File: src/rtl/can_tx_frame.sv
// can_tx_frame: CAN 2.0A base-frame transmit sequencer with CRC-15 and arbitration/ACK readback.
// Define CAN_TX_ARB_EN to enable the arbitration-loss compare; otherwise arb_lost stays 0.
module can_tx_frame #(
  parameter int IFS_BITS = 3
) (
  input  logic        clk,
  input  logic        rst_n,
  input  logic        tx_point,
  input  logic        tx_stall,
  input  logic        sample_point,
  input  logic        rx_stall,
  input  logic        rx_bit,
  input  logic        req,
  input  logic [10:0] id,
  input  logic        rtr,
  input  logic [3:0]  dlc,
  input  logic [63:0] data,
  output logic        busy,
  output logic        tx_data,
  output logic        stuff_en,
  output logic        done,
  output logic        arb_lost,
  output logic        ack_err
);
  localparam logic [3:0] S_IDLE = 4'd0, S_SOF = 4'd1, S_ARB = 4'd2, S_CTRL = 4'd3, S_DATA = 4'd4,
                         S_CRC = 4'd5, S_CRC_DEL = 4'd6, S_ACK_SLOT = 4'd7, S_ACK_DEL = 4'd8,
                         S_EOF = 4'd9, S_IFS = 4'd10;
  logic [3:0]  state, next_state, sent_field, dlc_r, nbytes;
  logic [6:0]  cnt, last;
  logic [10:0] id_r;
  logic        rtr_r, adv, rx_ok, arb_hit, ack_hit, abort;
  logic [63:0] data_r;
  logic [14:0] crc;
  assign nbytes = rtr_r ? 4'd0 : dlc_r > 4'd8 ? 4'd8 : dlc_r;
  assign adv = tx_point && !tx_stall;
  assign busy = state != S_IDLE;
  assign stuff_en = state >= S_SOF && state <= S_CRC;
  assign rx_ok = sample_point && !rx_stall && busy;
  assign ack_hit = rx_ok && sent_field == S_ACK_SLOT && rx_bit;
  assign abort = arb_hit || ack_hit;
  assign next_state = state == S_IFS ? S_IDLE : state == S_CTRL && nbytes == 4'd0 ? S_CRC : state + 4'd1;
  always_comb
    case (state)
      S_ARB:   last = 7'd11;
      S_CTRL:  last = 7'd5;
      S_DATA:  last = {nbytes, 3'b000} - 7'd1;
      S_CRC:   last = 7'd14;
      S_EOF:   last = 7'd6;
      S_IFS:   last = 7'(IFS_BITS - 1);
      default: last = 7'd0;
    endcase
  // CTRL carries IDE=0, r0=0 in its first two bits, then the raw DLC
  always_comb
    case (state)
      S_SOF:   tx_data = 1'b0;
      S_ARB:   tx_data = cnt < 7'd11 ? id_r[4'd10 - cnt[3:0]] : rtr_r;
      S_CTRL:  tx_data = cnt > 7'd1 && dlc_r[2'(3'd5 - cnt[2:0])];
      S_DATA:  tx_data = data_r[~cnt[5:0]];
      S_CRC:   tx_data = crc[4'd14 - cnt[3:0]];
      default: tx_data = 1'b1;
    endcase
`ifdef CAN_TX_ARB_EN
  logic sent_bit;
  always_ff @(posedge clk or negedge rst_n)
    if (!rst_n) sent_bit <= 1'b1;
    else if (adv) sent_bit <= tx_data;
  assign arb_hit = rx_ok && sent_field == S_ARB && sent_bit && !rx_bit;
`else
  assign arb_hit = 1'b0;
`endif
  always_ff @(posedge clk or negedge rst_n)
    if (!rst_n) begin
      state <= S_IDLE;
      cnt <= '0;
      crc <= '0;
      sent_field <= S_IDLE;
      id_r <= '0;
      rtr_r <= 1'b0;
      dlc_r <= '0;
      data_r <= '0;
      done <= 1'b0;
      arb_lost <= 1'b0;
      ack_err <= 1'b0;
    end else begin
      done <= 1'b0;
      arb_lost <= arb_hit;
      ack_err <= ack_hit;
      if (!busy) begin
        crc <= '0;
        cnt <= '0;
        sent_field <= S_IDLE;
        if (req) begin
          state <= S_SOF;
          id_r <= id;
          rtr_r <= rtr;
          dlc_r <= dlc;
          data_r <= data;
        end
      end else if (abort) state <= S_IDLE;
      else if (adv) begin
        sent_field <= state;
        if (state <= S_DATA) crc <= {crc[13:0], 1'b0} ^ (crc[14] ^ tx_data ? 15'h4599 : 15'h0000);
        if (cnt == last) begin
          state <= next_state;
          cnt <= '0;
          done <= state == S_IFS;
        end else cnt <= cnt + 7'd1;
      end
    end
endmodule

File: config.mk
export PLATFORM = sky130hd
export DESIGN_NAME = can_tx_frame
export DESIGN_NICKNAME = d
export VERILOG_FILES = /design/src/rtl/can_tx_frame.sv
export SDC_FILE = /design/constraint.sdc
export NUM_CORES = 1
export LEC_CHECK = 0
export BUFFER_PORTS_ARGS = -buffer_cell sky130_fd_sc_hd__buf_2
export CORE_AREA = 2 2 107 109
export CTS_BUF_LIST = sky130_fd_sc_hd__clkbuf_2
export CTS_CLUSTER_DIAMETER = 40
export DETAILED_ROUTE_END_ITERATION = 8
export DIE_AREA = 0 0 109 111
export GPL_TIMING_DRIVEN = 1
export PLACE_DENSITY_LB_ADDON = 0.25
export SETUP_SLACK_MARGIN = 0.4
export SYNTH_ARGS = -nofsm -noshare
export SYNTH_HDL_FRONTEND = slang
export SYNTH_SLANG_ARGS = --single-unit
File: constraint.sdc
create_clock -name clk -period 8.9 [get_ports clk]
set_clock_uncertainty 0.2 [all_clocks]
set_input_delay 1.335 -clock clk [delete_from_list [all_inputs] [get_ports clk]]
set_output_delay 1.335 -clock clk [all_outputs]
set_load 0.05 [all_outputs]
==> flow_summary.json, run 1 <==
{
  "status": "completed",
  "period_share_pct": 61.83,
  "total_power_mw": 1.957,
  "cts_setup_buffers": 0,
  "grt_overflow_total": 0,
  "drc_errors": 0,
  "yosysSeqAreaShare_pct": 48.03,
  "clockBufferDepth": 2,
  "ys_top_cells_by_area": "dfrtp_1 (48%), mux2_2 (16%), mux4_1 (4.5%)",
  "first_pass_iters": 4,
  "path_class": "reg2out",
  "max_freq_mhz": 181.7,
  "fill_cells": 918,
  "dr_total_vias": 3922,
  "critPathBufInv": 2,
  "max_slew_margin_pct": 27.99,
  "h-tree-depth": 3,
  "path_max_fanout": 25,
  "cts.root.buffer_cell": "clkbuf_2",
  "required_ns": 7.36,
  "drt-total-wl_mm": 12.16,
  "synth.distinct_cells": 58,
  "synth_top_area_share_pct": 48.03,
  "ant_nets": 0,
  "seq_area_sq_um": 2804,
  "top_layer": "met4",
  "wl_met2_mm": 5.976,
  "synth_edf_count": 0,
  "end_kind": "primary output",
  "start_util_pct": 52.68,
  "rsz0062_at_grt": "false",
  "grtUsageTotal_pct": 21.32,
  "p_switching_uw": 678.9,
  "syn_avg_cell_area_sq_um": 12.52,
  "final_hold_viol_count": 0,
  "grt_pass1_wl_mm": 20.05,
  "cpMostUsedCell": "mux4_2",
  "num_rows": 39,
  "synth_area_sq_um": 5836,
  "swShare_pct": 34.70,
  "synthSimpleGateAreaFrac_pct": 9.134,
  "crit_arrival_ns": 3.97,
  "dpl.hpwl_mm": 8.605,
  "p_leak_nw": 2.879,
  "die_area_sq_um": 12100,
  "wl_met1_mm": 5.299,
  "synth-xor-area-share_pct": 2.573,
  "synth_top_family_by_area": "multiplexers",
  "worstMarginPinSlew_ns": 1.080,
  "synthMuxAreaShare_pct": 26.16,
  "setup.worst_path.start_class": "flip-flop",
  "crit_path_top_delay_cell": "dfrtp_1",
  "io_buffer_count": 92,
  "yosys_most_used_dff": "dfrtp_1",
  "hold_class": "reg2reg",
  "routed_via_density": 5.701,
  "drtIter0Drc": 257,
  "diodes": 0,
  "async_reset_ff_share_pct": 100.0,
  "wl_met3_microns": 597,
  "drv_cap": 0,
  "synth-seq-cells": 112,
  "drive_gt1_share_pct": 39.08,
  "p_seq_share_pct": 49.3,
  "powerDensity_nw_per_um2": 302.0,
  "fin_crit_ns": 5.503,
  "ys_warn_count": 0,
  "vdd_drop_max_v": 0.0001369,
  "grt_pass1_vias": 4081,
  "synthCells": 466,
  "coreArea_sq_um": 11080,
  "crit_path_cell_trace": "inv_1 > ha_1 > mux4_2 > mux4_2 > a31oi_4 > o211ai_4 > buf_2",
  "final_nets": 636,
  "cts_resized": 0,
  "insertion_delay_ns": 0.59,
  "grt_max_degree": 83,
  "die_h_microns": 111,
  "power_frac_clock_pct": 13.4,
  "cts_sinks": 112,
  "setup_tns_ns": 0,
  "dieWidth_microns": 109,
  "cts_buffers": 9,
  "maxSlewViolCount": 0,
  "max_stage_delay_ns": 0.98,
  "cts_hold_buf": 0,
  "multi_input_area_sq_um": 2834,
  "synth.net_count": 562,
  "yosysTopAreaCell": "dfrtp_1",
  "synthAdderAreaFrac_pct": 1.715,
  "syn2layout_area_growth_pct": 11.02,
  "routabilityCongestion": 0.8375,
  "tritoncts": "done",
  "finalSetupViolCount": 0,
  "wl_per_cell_microns": 17.67,
  "power.internal_mw": 1.278,
  "antenna_found_initial": 0,
  "pwr-share-comb_pct": 37.3,
  "io_pins": 94,
  "clkTransAtPathRegs_ns": 0.29,
  "synth_compound_area_share_pct": 8.834,
  "cpLargestDelayFamily": "multiplexers"
}
[metal layers]
metal  track usage (%)  vias to the layer above
met4             7.863                        0
met2             33.71                      105
li1                  -                     1853
met5                 0                        -
met1             29.04                     1944
met3             4.292                       20
[flip-flops by register name (all words and copies together), names as in the netlist]
signal	cells
dlc_r	4
rtr_r	1
crc	15
data_r	64
id_r	11
ack_err	1
state	4
done	1
sent_field	4
cnt	7
[worst reg2reg max path, stage by stage, from the launching register on]
cell and delay (ns):
dfrtp_1 0.98, inv_1 0.16, ha_1 0.58, mux4_2 0.56, mux4_2 0.51, a31oi_4 0.22
o211ai_4 0.14, xnor2_4 0.27, xor2_1 0.10, a22o_1 0.21
[power groups by stage]
stage / clock [mW] / combinational [mW] / sequential, mW
after floorplan: 0 / 0.692 / 0.841
after global routing: 0.292 / 0.807 / 1.00
final: 0.262 / 0.730 / 0.964
after CTS: 0.270 / 0.737 / 0.967
after global placement: 0 / 0.703 / 0.969
after detailed placement: 0 / 0.735 / 0.981
[through the flow]
stage / utilization, % / hold slack [ns] / area, sq um / std cells / setup WS (ns)
2_1_floorplan: - / 0.2508 / 5836 / 466 / 4.806
3_3_place_gp: 57.23 / 0.2784 / 6340 / 672 / 4.146
3_5_place_dp: 57.23 / 0.2873 / 6340 / 672 / 4.041
4_1_cts: 58.49 / 0.3480 / 6479 / 688 / 3.305
5_1_grt: 58.49 / 0.3605 / 6479 / 688 / 3.117
6_report: 58.49 / 0.3423 / 6479 / 688 / 3.397
[path summary, 6_finish.rpt]
check,slack [ns],start,cells past startpoint,to
worst min register to register,0.34,data_r[26],1,data_r[26]
min in group asynchronous,0.44,rst_n,1,crc[3]
worst max register to register,4.90,cnt[1],9,crc[7]
max in group asynchronous,6.67,rst_n,2,cnt[0]
worst min-delay path,0.34,data_r[26],1,data_r[26]
worst max-delay path,3.40,cnt[1],7,tx_data
[cell usage after synthesis, types with 2 or more instances]
cell type,count
a211oi_1,3
a21o_1,2
a21oi_1,8
a22o_1,9
a311o_1,2
a311oi_1,3
and2_1,2
and3_1,5
buf_2,6
buf_4,4
clkbuf_1,19
dfrtp_1,112
ha_1,8
inv_1,10
mux2_2,82
mux2i_1,9
mux4_1,10
mux4_2,10
nand2_1,34
nand2b_1,4
nand3_1,12
nand3b_1,2
nor2_1,15
nor2b_1,5
nor3_1,11
nor3b_1,2
nor4_1,3
o211ai_1,3
o21ai_0,20
o21bai_1,3
o22ai_1,2
or3_1,7
or4b_1,2
xnor2_1,6
xor2_1,8
[cells in the final DEF, fill, tap and decap left out, types with 2 or more instances in the layout]
master,count
mux2i_1,9
nor2b_1,5
and3_1,4
a21oi_1,8
nand3b_1,2
or3_1,7
nand3_1,12
o22ai_1,2
o21ai_0,20
a21o_1,2
or4b_1,2
o21bai_1,3
a22o_1,9
mux4_2,10
nor3_1,11
xor2_1,8
a311oi_1,3
a311o_1,2
nand2b_1,4
dfrtp_1,111
buf_2,91
buf_4,4
inv_6,2
clkbuf_2,9
bufinv_16,2
a211oi_1,3
nor2_1,15
o211ai_1,3
xnor2_1,6
inv_1,10
nand2_1,34
nor4_1,3
mux4_1,10
nor3b_1,2
mux2_2,82
and2_1,2
ha_1,8
[logic make-up (layout without fill, tap and decap cells)]
kind of cell | after synthesis | count (layout)
DFF | 112 | 112
muxes | 112 | 112
AOI/OAI and AO/OA | 69 | 69
and+or+nand+nor | 107 | 107
xor gates and xnor gates | 15 | 15
buffers and inverters | 42 | 121
other | 1 | 1
adders and majority gates | 8 | 8
[layout make-up]
| class | count | share of cell area (%) |
|---|---|---|
| Multi-Input combinational cell | 312 | 43.74 |
| Inverter | 10 | 0.5794 |
| Timing Repair Buffer | 95 | 7.493 |
| Clock inverter | 7 | 1.448 |
| Clock buffer | 9 | 0.6952 |
| Tap cell | 143 | 2.762 |
| Sequential cell | 112 | 43.28 |
No activity file was read; power rests on OpenSTA's default activity.
==> run 2: changes to the inputs <==
--- a/config.mk
+++ b/config.mk
@@ -5,12 +5,13 @@
 export SDC_FILE = /design/constraint.sdc
 export NUM_CORES = 1
 export LEC_CHECK = 0
+export ABC_AREA = 1
 export BUFFER_PORTS_ARGS = -buffer_cell sky130_fd_sc_hd__buf_2
-export CORE_AREA = 2 2 107 109
+export CORE_AREA = 2 2 109 111
 export CTS_BUF_LIST = sky130_fd_sc_hd__clkbuf_2
 export CTS_CLUSTER_DIAMETER = 40
 export DETAILED_ROUTE_END_ITERATION = 8
-export DIE_AREA = 0 0 109 111
+export DIE_AREA = 0 0 111 113
 export GPL_TIMING_DRIVEN = 1
 export PLACE_DENSITY_LB_ADDON = 0.25
 export SETUP_SLACK_MARGIN = 0.4
==> constraint.sdc (replaced) <==
create_clock -name clk -period 4.59 [get_ports clk]
set_clock_uncertainty 0.2 [all_clocks]
set_input_delay 0.6885 -clock clk [delete_from_list [all_inputs] [get_ports clk]]
set_output_delay 0.6885 -clock clk [all_outputs]
set_load 0.05 [all_outputs]
==> run 2 against run 1 <==
Net effect: die area up 3.7%; sequential power up 71%; combinational power rose to 2.8 times the previous value; cell area up 3.0%; critical endpoint unchanged; largest cell class is now registers; highest routed layer unchanged.
==> flow_summary.json, run 2 <==
{
  "status": "completed",
  "worst_hold_slack_ns": 0.06050,
  "crit_path_cell_trace": "ha_1 > inv_1 > a21oi_1 > o21ai_0 > nand3_1 > nand3b_1 > nand3b_1 > nand2_1 > nor2_1 > nand2_1 > buf_2",
  "crit_arrival_ns": 3.09,
  "insertion_delay_ns": 0.63,
  "fin_crit_ns": 3.978,
  "first_pass_iters": 5,
  "end_kind": "primary output",
  "clockBufferDepth": 2,
  "path_depth": 11,
  "rsz0062_at_grt": "false",
  "crit_path_top_delay_cell": "dfrtp_4",
  "worstMarginPinSlew_ns": 0.9931,
  "r2r_end": "crc[10]",
  "die_area_sq_um": 12540,
  "cpLargestDelayFamily": "flip-flops",
  "synth-seq-cells": 112,
  "drive_gt1_share_pct": 17.83,
  "final_nets": 938,
  "vdd_drop_max_v": 0.0002964,
  "diodes": 0,
  "yosys.cell_count.top_type": "nand2_1",
  "cts_buffers": 9,
  "synth_area_sq_um": 5932,
  "required_ns": 3.70,
  "setup.worst_path.start_class": "flip-flop",
  "largest_reg_flops": 64,
  "path_max_fanout": 37,
  "dr_total_vias": 5238,
  "syn2layout_area_growth_pct": 12.53,
  "final_hold_viol_count": 0,
  "reg2reg_from": "state[0]",
  "setup_tns_ns": 0,
  "critPathBufInv": 2,
  "grt_pass1_vias": 5057,
  "antenna_found_initial": 0,
  "maxSlewViolCount": 0,
  "p_leak_nw": 3.501,
  "yosysSeqAreaShare_pct": 47.25,
  "num_rows": 39,
  "synth_top_area_share_pct": 47.25,
  "clkTransAtPathRegs_ns": 0.29,
  "synth_common_cells": "nand2_1 (170), dfrtp_1 (112), inv_1 (92)",
  "reg_top3": "data_r (64), crc (15), id_r (11)",
  "routabilityCongestion": 0.9269,
  "max_stage_delay_ns": 0.70,
  "worstRegToRegCells": 9,
  "cp-startpoint": "cnt[0]",
  "cts.root.buffer_cell": "clkbuf_2",
  "drtIter0Drc": 329,
  "grt_overflow_total": 0,
  "ff2ff_setup_slack_ns": 1.21,
  "layout_common_cells": "nand2_1 (169), dfrtp_1 (110), inv_1 (92)",
  "layout_commonest_cell": "nand2_1",
  "path_class": "reg2out",
  "tritoncts": "done",
  "crit_path_end": "tx_data",
  "regMostFlops": "data_r",
  "hold_start": "id[10]",
  "cts_sinks": 112,
  "yosys_most_used_dff": "dfrtp_1",
  "dpl.hpwl_mm": 10.45,
  "drc_errors": 0,
  "yosysTopAreaCell": "dfrtp_1",
  "ant_nets": 0,
  "async_reset_ff_share_pct": 100.0,
  "finalSetupViolCount": 0,
  "die_h_microns": 113,
  "io_pins": 94,
  "routed_via_density": 5.291,
  "grt_max_degree": 94,
  "synth.distinct_cells": 30,
  "max_slew_margin_pct": 33.79,
  "period_share_pct": 86.67,
  "syn_avg_cell_area_sq_um": 7.785,
  "drt-total-wl_mm": 14.22,
  "dieWidth_microns": 111,
  "wl_per_cell_microns": 14.37,
  "synthCells": 762,
  "total_power_mw": 4.148,
  "synth.net_count": 858,
  "grtUsageTotal_pct": 23.34,
  "io_buffer_count": 92,
  "ys_warn_count": 0,
  "h-tree-depth": 3,
  "drv_cap": 0,
  "powerDensity_nw_per_um2": 621.4,
  "synth_edf_count": 0,
  "coreArea_sq_um": 11270,
  "hold_class": "in2reg",
  "grt_pass1_wl_mm": 23.88,
  "ys_top_cells_by_area": "dfrtp_1 (47%), nand2_1 (11%), nand3_1 (7.6%)",
  "max_freq_mhz": 251.4,
  "start_util_pct": 52.63
}
-- run 2: cells by family after synthesis --
| family | share of synthesized area (%) |
|---|---|
| AOI/OAI and AO/OA | 8.606 |
| adders and majority gates | 1.687 |
| other | 0.06322 |
| and+or+nand+nor | 26.20 |
| buffers and inverters | 8.964 |
| muxes | 5.315 |
| DFF | 47.25 |
| xor gates and xnor gates | 1.919 |
-- run 2: worst min-delay path by stage --
stage                               end  cells past startpoint  slack (ns)
final                          id_r[10]                      2        0.06
after global routing         data_r[54]                      2      0.0008
after CTS                    data_r[61]                      2        0.05
after floorplan                 ack_err                      0        0.19
after global placement    sent_field[3]                      2        0.27
after detailed placement     data_r[45]                      1        0.29
-- run 2: power by group --
group / switching [mW] / leakage [nW] / total (mW) / internal (mW)
registers: 0.246 / 1.32 / 1.65 / 1.40
logic: 1.30 / 2.10 / 2.03 / 0.729
clock network: 0.340 / 0.0725 / 0.472 / 0.132
total: 1.89 / 3.50 / 4.15 / 2.26
-- run 2: repair_timing --
item	4_1_cts	5_1_grt
setup buffers	0	0
endpoints found under the setup margin	0	1
resized for setup	0	2
hold endpoints to repair	33	8
hold buffers	1	8
-- run 2: metrics by stage --
stage | setup slack (ns) | util, % | instances | area, sq um
5_1_grt | 0.4022 | 59.22 | 990 | 6675
4_1_cts | 0.5194 | 58.47 | 982 | 6591
3_3_place_gp | 1.282 | 57.24 | 965 | 6452
6_report | 0.6120 | 59.22 | 990 | 6675
3_5_place_dp | 1.204 | 57.24 | 965 | 6452
2_1_floorplan | 1.603 | - | 762 | 5932
-- run 2: metal layers --
metal | vias up | GRT usage (%) | routed length, microns
li1 | 2591 | - | -
met1 | 2464 | 31.98 | 6482
met2 | 161 | 37.87 | 6637
met3 | 22 | 4.660 | 846
met4 | 0 | 7.333 | 255
met5 | - | 0 | 0
-- run 2: layout make-up --
class,instances,area (sq um)
sequential,112,2808
clock buffer,9,45.04
tap,143,178.9
fill,1016,4597
clock inverter,7,83.83
timing repair buffer,107,598.1
multi-input combinational,517,2605
inverter,95,356.6
==> run 3: changes to the inputs <==
--- a/config.mk
+++ b/config.mk
@@ -7,14 +7,16 @@
 export LEC_CHECK = 0
 export ABC_AREA = 1
 export BUFFER_PORTS_ARGS = -buffer_cell sky130_fd_sc_hd__buf_2
-export CORE_AREA = 2 2 109 111
+export CORE_AREA = 2 2 107 109
 export CTS_BUF_LIST = sky130_fd_sc_hd__clkbuf_2
 export CTS_CLUSTER_DIAMETER = 40
 export DETAILED_ROUTE_END_ITERATION = 8
-export DIE_AREA = 0 0 111 113
+export DIE_AREA = 0 0 109 111
 export GPL_TIMING_DRIVEN = 1
 export PLACE_DENSITY_LB_ADDON = 0.25
+export REMOVE_ABC_BUFFERS = 1
 export SETUP_SLACK_MARGIN = 0.4
+export SLEW_MARGIN = 10
 export SYNTH_ARGS = -nofsm -noshare
 export SYNTH_HDL_FRONTEND = slang
 export SYNTH_SLANG_ARGS = --single-unit
==> constraint.sdc (replaced) <==
create_clock -name clk -period 5 [get_ports clk]
set_clock_uncertainty 0.2 [all_clocks]
set_input_delay 0.75 -clock clk [delete_from_list [all_inputs] [get_ports clk]]
set_output_delay 0.75 -clock clk [all_outputs]
set_load 0.05 [all_outputs]
==> run 3 against run 2 <==
Net effect: core utilization decreased by 0.24 points; count of clock-buffer cells in the layout increased by 1; sequential power is 9% lower; largest cell class unchanged; highest routed layer unchanged; largest power group unchanged; sequential share of layout area grew 0.88 points; hold slack got worse by 0.019 ns; critical endpoint unchanged.
==> flow_summary.json, run 3 (same netlist as run 2, synthesis figures left out) <==
{
  "drt-total-wl_mm": 13.25,
  "status": "completed",
  "worst_hold_slack_ns": 0.04127,
  "swShare_pct": 45.61,
  "layout_commonest_cell": "nand2_1",
  "reg_top3": "data_r (64), crc (15), id_r (11)",
  "cts_sinks": 112,
  "ff2ff_setup_slack_ns": 1.53,
  "grt.met2_usage_pct": 38.01,
  "grt_max_degree": 90,
  "layout_common_cells": "nand2_1 (169), dfrtp_1 (110), inv_1 (92)",
  "io_pins": 94,
  "power.internal_mw": 2.010,
  "grt_pass1_vias": 5059,
  "clkTransAtPathRegs_ns": 0.30,
  "syn2layout_area_growth_pct": 10.12,
  "io_buffer_count": 92,
  "num_rows": 39,
  "largest_reg_flops": 64,
  "drtIter0Drc": 452,
  "die_h_microns": 111,
  "final_hold_viol_count": 0,
  "maxSlewViolCount": 0,
  "p_leak_nw": 3.435,
  "pre_cts_slack_ns": 1.260,
  "antenna_found_initial": 1,
  "total_power_mw": 3.695,
  "hold_class": "in2async",
  "reg2reg_from": "state[0]",
  "setup.worst_path.start_class": "flip-flop",
  "crit_path_end": "tx_data",
  "p_seq_share_pct": 40.6,
  "max_slew_margin_pct": 31.79,
  "fin_crit_ns": 4.241,
  "dieWidth_microns": 109,
  "cts_buffers": 9,
  "grt_pass1_wl_mm": 22.95,
  "period_share_pct": 84.82,
  "placed_cell_area_sq_um": 6442,
  "crit_arrival_ns": 3.29,
  "pwr-share-comb_pct": 49.7,
  "use_met1_pct": 33.41,
  "tritoncts": "done",
  "grtUsageTotal_pct": 23.74,
  "clockBufferDepth": 2,
  "end_kind": "primary output",
  "rsz0062_at_grt": "false",
  "r2r_end": "crc[5]",
  "p_switching_mw": 1.685,
  "first_pass_iters": 7,
  "worstRegToRegCells": 9,
  "max_freq_mhz": 235.8,
  "regMostFlops": "data_r",
  "insertion_delay_ns": 0.62,
  "die_area_sq_um": 12100,
  "routed_via_density": 5.199,
  "required_ns": 4.05,
  "ant_nets": 0,
  "finish.instance_area_sq_um": 6533,
  "routabilityCongestion": 0.8494,
  "powerDensity_nw_per_um2": 565.6,
  "path_max_fanout": 15,
  "cts.root.buffer_cell": "clkbuf_2",
  "worstMarginPinSlew_ns": 1.023,
  "grt_use_met3_pct": 2.528,
  "coreArea_sq_um": 11080,
  "dr_total_vias": 5090,
  "power_frac_clock_pct": 9.7,
  "h-tree-depth": 3,
  "drv_cap": 0,
  "grt-busiest-layer": "met2",
  "path_class": "reg2out",
  "final_nets": 926,
  "grt_overflow_total": 0,
  "wl_per_cell_microns": 13.54,
  "drc_errors": 0,
  "setup_tns_ns": 0,
  "finalSetupViolCount": 0,
  "vdd_drop_max_v": 0.0002343,
  "start_util_pct": 53.55,
  "cp-startpoint": "cnt[1]",
  "fin_ws_ns": 0.7588,
  "dpl.hpwl_mm": 9.585,
  "drive_gt1_share_pct": 17.72
}
==> run 3: cell types whose count changed in the layout (fill, tap and decap cells not counted), sizes merged <==
cell,before,now
clkinv,6,4
diode,0,1
clkbuf,9,10
dlygate4sd3,9,0
buf,98,95
bufinv,1,0
clkinvlp,1,3
==> run 3: worst min-delay path by stage <==
stage / start / end / depth (start not counted)
detailed placement: crc[11] / crc[11] / 2
global placement: sent_field[3] / sent_field[3] / 2
finish: rst_n / data_r[39] / 1
CTS: rst_n / data_r[39] / 1
floorplan: rst_n / ack_err / 0
global route: data[45] / data_r[45] / 2
==> run 3: repair_timing <==
action,in CTS,in global routing
setup endpoints to repair,0,1
hold buffers,0,0
setup buffers,0,0
resized for setup,0,1
==> run 3: critical path: stages, from the launching register on <==
cell and delay [ns]:
dfrtp_2 0.62, inv_1 0.30, ha_1 0.47, inv_1 0.19, a21oi_1 0.15, o21ai_0 0.09
nand3_1 0.09, nand3_1 0.08, nand3b_1 0.09, nand2_1 0.05, nor2_1 0.16, nand2_1 0.14
buf_2 0.23
==> run 3: per-stage QoR <==
stage / utilization [%] / instances
2_1_floorplan: - / 724
3_3_place_gp: 58.16 / 962
3_5_place_dp: 58.16 / 962
4_1_cts: 58.94 / 978
5_1_grt: 58.97 / 979
6_report: 58.97 / 979
==> run 3: cell type report <==
cell class	instances	area (sq um)
antenna	1	2.502
multi-input combinational	517	2605
tap	143	178.9
clock buffer	10	50.05
inverter	95	356.6
timing repair buffer	95	498.0
sequential	112	2805
fill	1053	4544
clock inverter	6	36.28
==> run 3: power groups by stage <==
stage | Combinational [mW] | Sequential (mW) | Clock, mW
3_3_place_gp | 1.77 | 1.51 | 0
5_1_grt | 2.10 | 1.55 | 0.401
6_report | 1.84 | 1.50 | 0.358
4_1_cts | 1.84 | 1.50 | 0.371
3_5_place_dp | 1.83 | 1.52 | 0
2_1_floorplan | 1.42 | 1.46 | 0
==> run 3: per-layer routing <==
| layer | vias up | part of all wire (%) | wire length (microns) |
|---|---|---|---|
| met5 | - | 0 | 0 |
| met4 | 0 | 1.7 | 228 |
| met3 | 17 | 4.6 | 611 |
| met2 | 118 | 47 | 6232 |
| met1 | 2387 | 47 | 6181 |
| li1 | 2568 | - | - |
